<file path="src/rtl/serial_byte_tx.sv">
// serial_byte_tx: valid/ready byte in, start/LSB-first data/stop frame out on so (idle 1); define SERIAL_TX_PARITY_EN to add an even-parity bit after the data
module serial_byte_tx #(
  parameter int DATA_W = 8,
  parameter int CLKS_PER_BIT = 4,
  parameter int STOP_BITS = 1
) (
  input  logic              clk,
  input  logic              rst,
  input  logic [DATA_W-1:0] din,
  input  logic              din_valid,
  output logic              din_ready,
  output logic              so,
  output logic              busy,
  output logic              frame_done
);
  localparam int CW = CLKS_PER_BIT > 1 ? $clog2(CLKS_PER_BIT) : 1;
  localparam int BW = $clog2(DATA_W + 1);
  localparam logic [CW-1:0] CNT_MAX = CW'(CLKS_PER_BIT - 1);
  localparam logic [BW-1:0] DATA_LAST = BW'(DATA_W - 1);
  localparam logic [BW-1:0] STOP_LAST = BW'(STOP_BITS - 1);
  localparam logic [2:0] IDLE = 3'd0, START = 3'd1, DATA = 3'd2, STOP = 3'd3;
`ifdef SERIAL_TX_PARITY_EN
  localparam logic [2:0] PARITY = 3'd4;
  localparam logic [2:0] AFTER_DATA = PARITY;
  logic par_q, par_d;
`else
  localparam logic [2:0] AFTER_DATA = STOP;
`endif
  logic [2:0] state_q, state_d;
  logic [CW-1:0] cnt_q, cnt_d;
  logic [BW-1:0] bit_q, bit_d;
  logic [DATA_W-1:0] shreg_q, shreg_d;
  logic so_q, so_d, din_ready_q, din_ready_d, busy_q, busy_d, frame_done_q, frame_done_d;
  logic xfer, bit_end;
  assign xfer = din_ready_q && din_valid;
  assign bit_end = cnt_q == CNT_MAX;
  always_comb begin
    state_d = state_q;
    bit_d = bit_q;
    shreg_d = shreg_q;
    cnt_d = (state_q == IDLE || bit_end) ? '0 : cnt_q + 1'b1;
    case (state_q)
      IDLE: if (xfer) begin
        state_d = START;
        shreg_d = din;
      end
      START: if (bit_end) state_d = DATA;
      DATA: if (bit_end) begin
        shreg_d = shreg_q >> 1;
        bit_d = bit_q == DATA_LAST ? '0 : bit_q + 1'b1;
        state_d = bit_q == DATA_LAST ? AFTER_DATA : DATA;
      end
`ifdef SERIAL_TX_PARITY_EN
      PARITY: if (bit_end) state_d = STOP;
`endif
      STOP: if (bit_end) begin
        bit_d = bit_q == STOP_LAST ? '0 : bit_q + 1'b1;
        state_d = bit_q == STOP_LAST ? IDLE : STOP;
      end
      default: state_d = IDLE;
    endcase
`ifdef SERIAL_TX_PARITY_EN
    par_d = xfer ? ^din : par_q;
    so_d = state_d == START ? 1'b0 : state_d == DATA ? shreg_d[0] : state_d == PARITY ? par_q : 1'b1;
`else
    so_d = state_d == START ? 1'b0 : state_d == DATA ? shreg_d[0] : 1'b1;
`endif
    din_ready_d = state_d == IDLE;
    busy_d = state_d != IDLE;
    frame_done_d = state_d == STOP && cnt_d == CNT_MAX && bit_d == STOP_LAST;
  end
  always_ff @(posedge clk) begin
    if (rst) begin
      state_q <= IDLE;
      cnt_q <= '0;
      bit_q <= '0;
      shreg_q <= '0;
      so_q <= 1'b1;
      din_ready_q <= 1'b0;
      busy_q <= 1'b0;
      frame_done_q <= 1'b0;
`ifdef SERIAL_TX_PARITY_EN
      par_q <= 1'b0;
`endif
    end else begin
      state_q <= state_d;
      cnt_q <= cnt_d;
      bit_q <= bit_d;
      shreg_q <= shreg_d;
      so_q <= so_d;
      din_ready_q <= din_ready_d;
      busy_q <= busy_d;
      frame_done_q <= frame_done_d;
`ifdef SERIAL_TX_PARITY_EN
      par_q <= par_d;
`endif
    end
  end
  assign din_ready = din_ready_q;
  assign so = so_q;
  assign busy = busy_q;
  assign frame_done = frame_done_q;
endmodule

</file>
<file path="config.mk">
export PLATFORM = sky130hd
export DESIGN_NAME = serial_byte_tx
export DESIGN_NICKNAME = d
export VERILOG_FILES = /design/src/rtl/serial_byte_tx.sv
export SDC_FILE = /design/constraint.sdc
export NUM_CORES = 1
export LEC_CHECK = 0
export CAP_MARGIN = 20
export CORE_ASPECT_RATIO = 1.4
export CORE_MARGIN = 5
export CORE_UTILIZATION = 52
export DETAILED_ROUTE_END_ITERATION = 16
export GPL_TIMING_DRIVEN = 1
export PLACE_DENSITY = 0.8
export SYNTH_ARGS = -nofsm -noshare
export SYNTH_HDL_FRONTEND = slang
export SYNTH_SLANG_ARGS = --single-unit
</file>
<file path="constraint.sdc">
create_clock -name clk -period 1.84 [get_ports clk]
set_input_delay 0.46 -clock clk [delete_from_list [all_inputs] [get_ports clk]]
set_output_delay 0.46 -clock clk [all_outputs]
set_load 0.02 [all_outputs]
</file>
==> impl_metrics.tcl <==
set metrics [dict create \
    cp.arrival_ns 1.94 \
    gp_congestion 0.7873 \
    fillCellCount 171 \
    fin_util_pct 64.91 \
    cts_tree "built" \
    layout_min_cycle_time_ns 1.767 \
    syn-num-nets 131 \
    netlist_top_cells_count "21 x dfxtp_1, 11 x nand2_1, 8 x a21oi_1" \
    drive_gt1_share_pct 12.03 \
    core_area_mm2 0.001926 \
    synth_top_area_share_pct 40.88 \
    dp.cells 148 \
    finalClockSkew_ns 0.007318 \
    ys_ff_latch 21 \
    whs_path_depth 2 \
    numCtsBuffers 3 \
    diodes 0 \
    path_clk_slew_ns 0.12 \
    syn_area_mm2 0.001028 \
    boundaryPins 15 \
    max_cap_viol_count 0 \
    numClockSinks 21 \
    area_growth_pct 21.53 \
    hold_start "shreg_q[7]" \
    irDropWorstVdd_v 0.0004709 \
    grt_overflow 0 \
    hold_slack_ns 0.4834 \
    grt_usage_pct 16.91 \
    r2r_start "bit_q[0]" \
    critPathSlowestCell "a311oi_4" \
    grt_pass1_vias 908 \
    syn_inst 116 \
    port_buffers 14 \
    startpoint_type "register" \
    ctsHoldBuffers 0 \
    cp_max_fo 5 \
    cp_cell_sequence "inv_1 > ha_1 > nor3b_1 > nand2_1 > a311oi_4 > a41oi_1" \
    grt_first_pass_wirelength_um 3781 \
    synth.largest_area_cell "dfxtp_1" \
    htree_num_levels 1 \
    ys_seq_area_share_pct 40.88 \
    die_h_um 62.62 \
    fin_crit_sh_pct 96.02 \
    hold_viol_final 0 \
    antenna_found_initial 0 \
    max_freq_mhz 566.0 \
    synth_edf_count 0 \
    grt_max_degree 17 \
    nets 149 \
    dp_hpwl_um 1672 \
    ys_types 39 \
    ant_nets 0 \
    clockBufferDepth 2 \
    power.density_mw_per_mm2 631.6 \
    endpoint_kind "register" \
    crit_type "reg2reg" \
    crit_buf_inv 1 \
    synth.top_cells.by_area "dfxtp_1 41%, ha_1 4.9%, nand2b_1 4.3%" \
    p_leak_nw 0.4519 \
    vias_per_cell 5.916 \
    async_flop_share_pct 0 \
    reg2reg_slack_ns 0.07 \
    finalMaxSlewViolations 0 \
    rr_endpoint "so" \
    outcome "complete, no violations" \
    ys_warn_count 0 \
    initial_core_util_pct 53.41 \
    drt_iter0_markers 30 \
    via_count 911 \
    critPathRequiredTime_ns 2.01 \
    critPathTopFamily "compound AO/OA/AOI/OAI gates" \
    dieArea_mm2 0.002980 \
    post-place-ws_ns -0.07434 \
    synth.most_common_cell "dfxtp_1" \
    clock_latency_ns 0.30 \
    drc 0 \
    die_x_um 47.59 \
    first_pass_iters 4 \
    synthFlopType "dfxtp_1" \
    rsz0062_at_grt "false" \
    report.final.setup_viol 0 \
    critical-path-max-stage-delay_ns 0.37 \
    p_total_mw 0.7895 \
    layout_setup_ws_ns 0.07328 \
    syn_area_per_cell_um2 8.866 \
    hold_end "shreg_q[7]" \
    stdcell_count 154 \
    ff2ff_path_depth 6 \
    wire_per_inst_um 15.29 \
    num_rows 19 \
    cts-root-buf "clkbuf_4" \
    hold_path_class "reg2reg" \
    routed_wl_um 2355 \
]
-- worst max path at each step --
stage | startpoint | to | slack (ns) | depth (start not counted)
floorplan | cnt_q[0] | so | 0.23 | 6
global placement | din_valid | frame_done | -0.03 | 5
detailed placement | din_valid | frame_done | -0.07 | 5
CTS | din_ready | din_ready | 0.03 | 1
global route | bit_q[0] | so | 0.002 | 6
finish | bit_q[0] | so | 0.07 | 6
-- worst reg2reg max path, delay by kind of cell, from the launching register on --
family	cells	cell delay (ns)
AOI/OAI and AO/OA	2	0.53
adders and majority gates	1	0.15
buffers and inverters	1	0.09
DFF	1	0.36
and+or+nand+nor	2	0.49
-- per-stage QoR --
stage / TNS (ns) / area, um2
after floorplan: 0 / 1028
after global placement: -0.03125 / 1179
after detailed placement: -0.08577 / 1179
after CTS: 0 / 1221
after global routing: 0 / 1250
final: 0 / 1250
-- placed cells by master, fill, tap and decap left out, types with 2 or more instances in the layout --
cell type	count
dfxtp_1	20
clkdlybuf4s50_1	13
nand2_1	11
a21oi_1	8
inv_1	7
nand2b_1	7
nand3_1	7
buf_4	6
nor2_1	5
a31oi_1	5
nand3b_1	3
ha_1	3
clkbuf_4	3
nor4b_1	2
o21ai_1	2
mux2i_1	2
nand4_1	2
and3_1	2
and2_1	2
-- final cells by class --
cell class | count | area, um2 | share of cell area [%]
multi-input cells | 81 | 560.5 | 44.84
repair buffers | 20 | 187.7 | 15.02
well taps | 21 | 26.28 | 2.102
clock buffers | 3 | 22.52 | 1.802
clock inverters | 1 | 5.005 | 0.4004
inverters | 7 | 26.28 | 2.102
flip-flops and latches | 21 | 421.7 | 33.73
-- logic make-up after synthesis --
logic type	Yosys count	share of synthesized area (%)
DFF	21	40.88
other	1	0.3646
and+or+nand+nor	48	27.25
buffers and inverters	14	7.056
adders and majority gates	4	4.866
muxes	2	1.947
AOI/OAI and AO/OA	26	17.64
-- per-layer routing --
metal	part of all wire, %	vias up	track usage, %
met5	0	-	0
met4	1.5	0	7.744
met3	5.7	6	2.594
met2	54	26	29.36
met1	38	429	18.73
li1	-	450	-
-- power by group --
part	leakage [nW]	internal [mW]	switching (mW)
Clock	0.0177	0.0811	0.142
Sequential	0.171	0.469	0.0129
Combinational	0.263	0.0482	0.0371
-- registers in the layout, indices dropped and copies added (netlist names) --
register,flops
so,1
cnt_q,2
frame_done,1
state_q,3
busy,1
din_ready,1
bit_q,4
shreg_q,8
-- timing repair --
item	CTS	global route
buffers inserted	2	0
resized for setup	0	8
endpoints found under the setup margin	2	5
(Power assumes the default switching activity.)
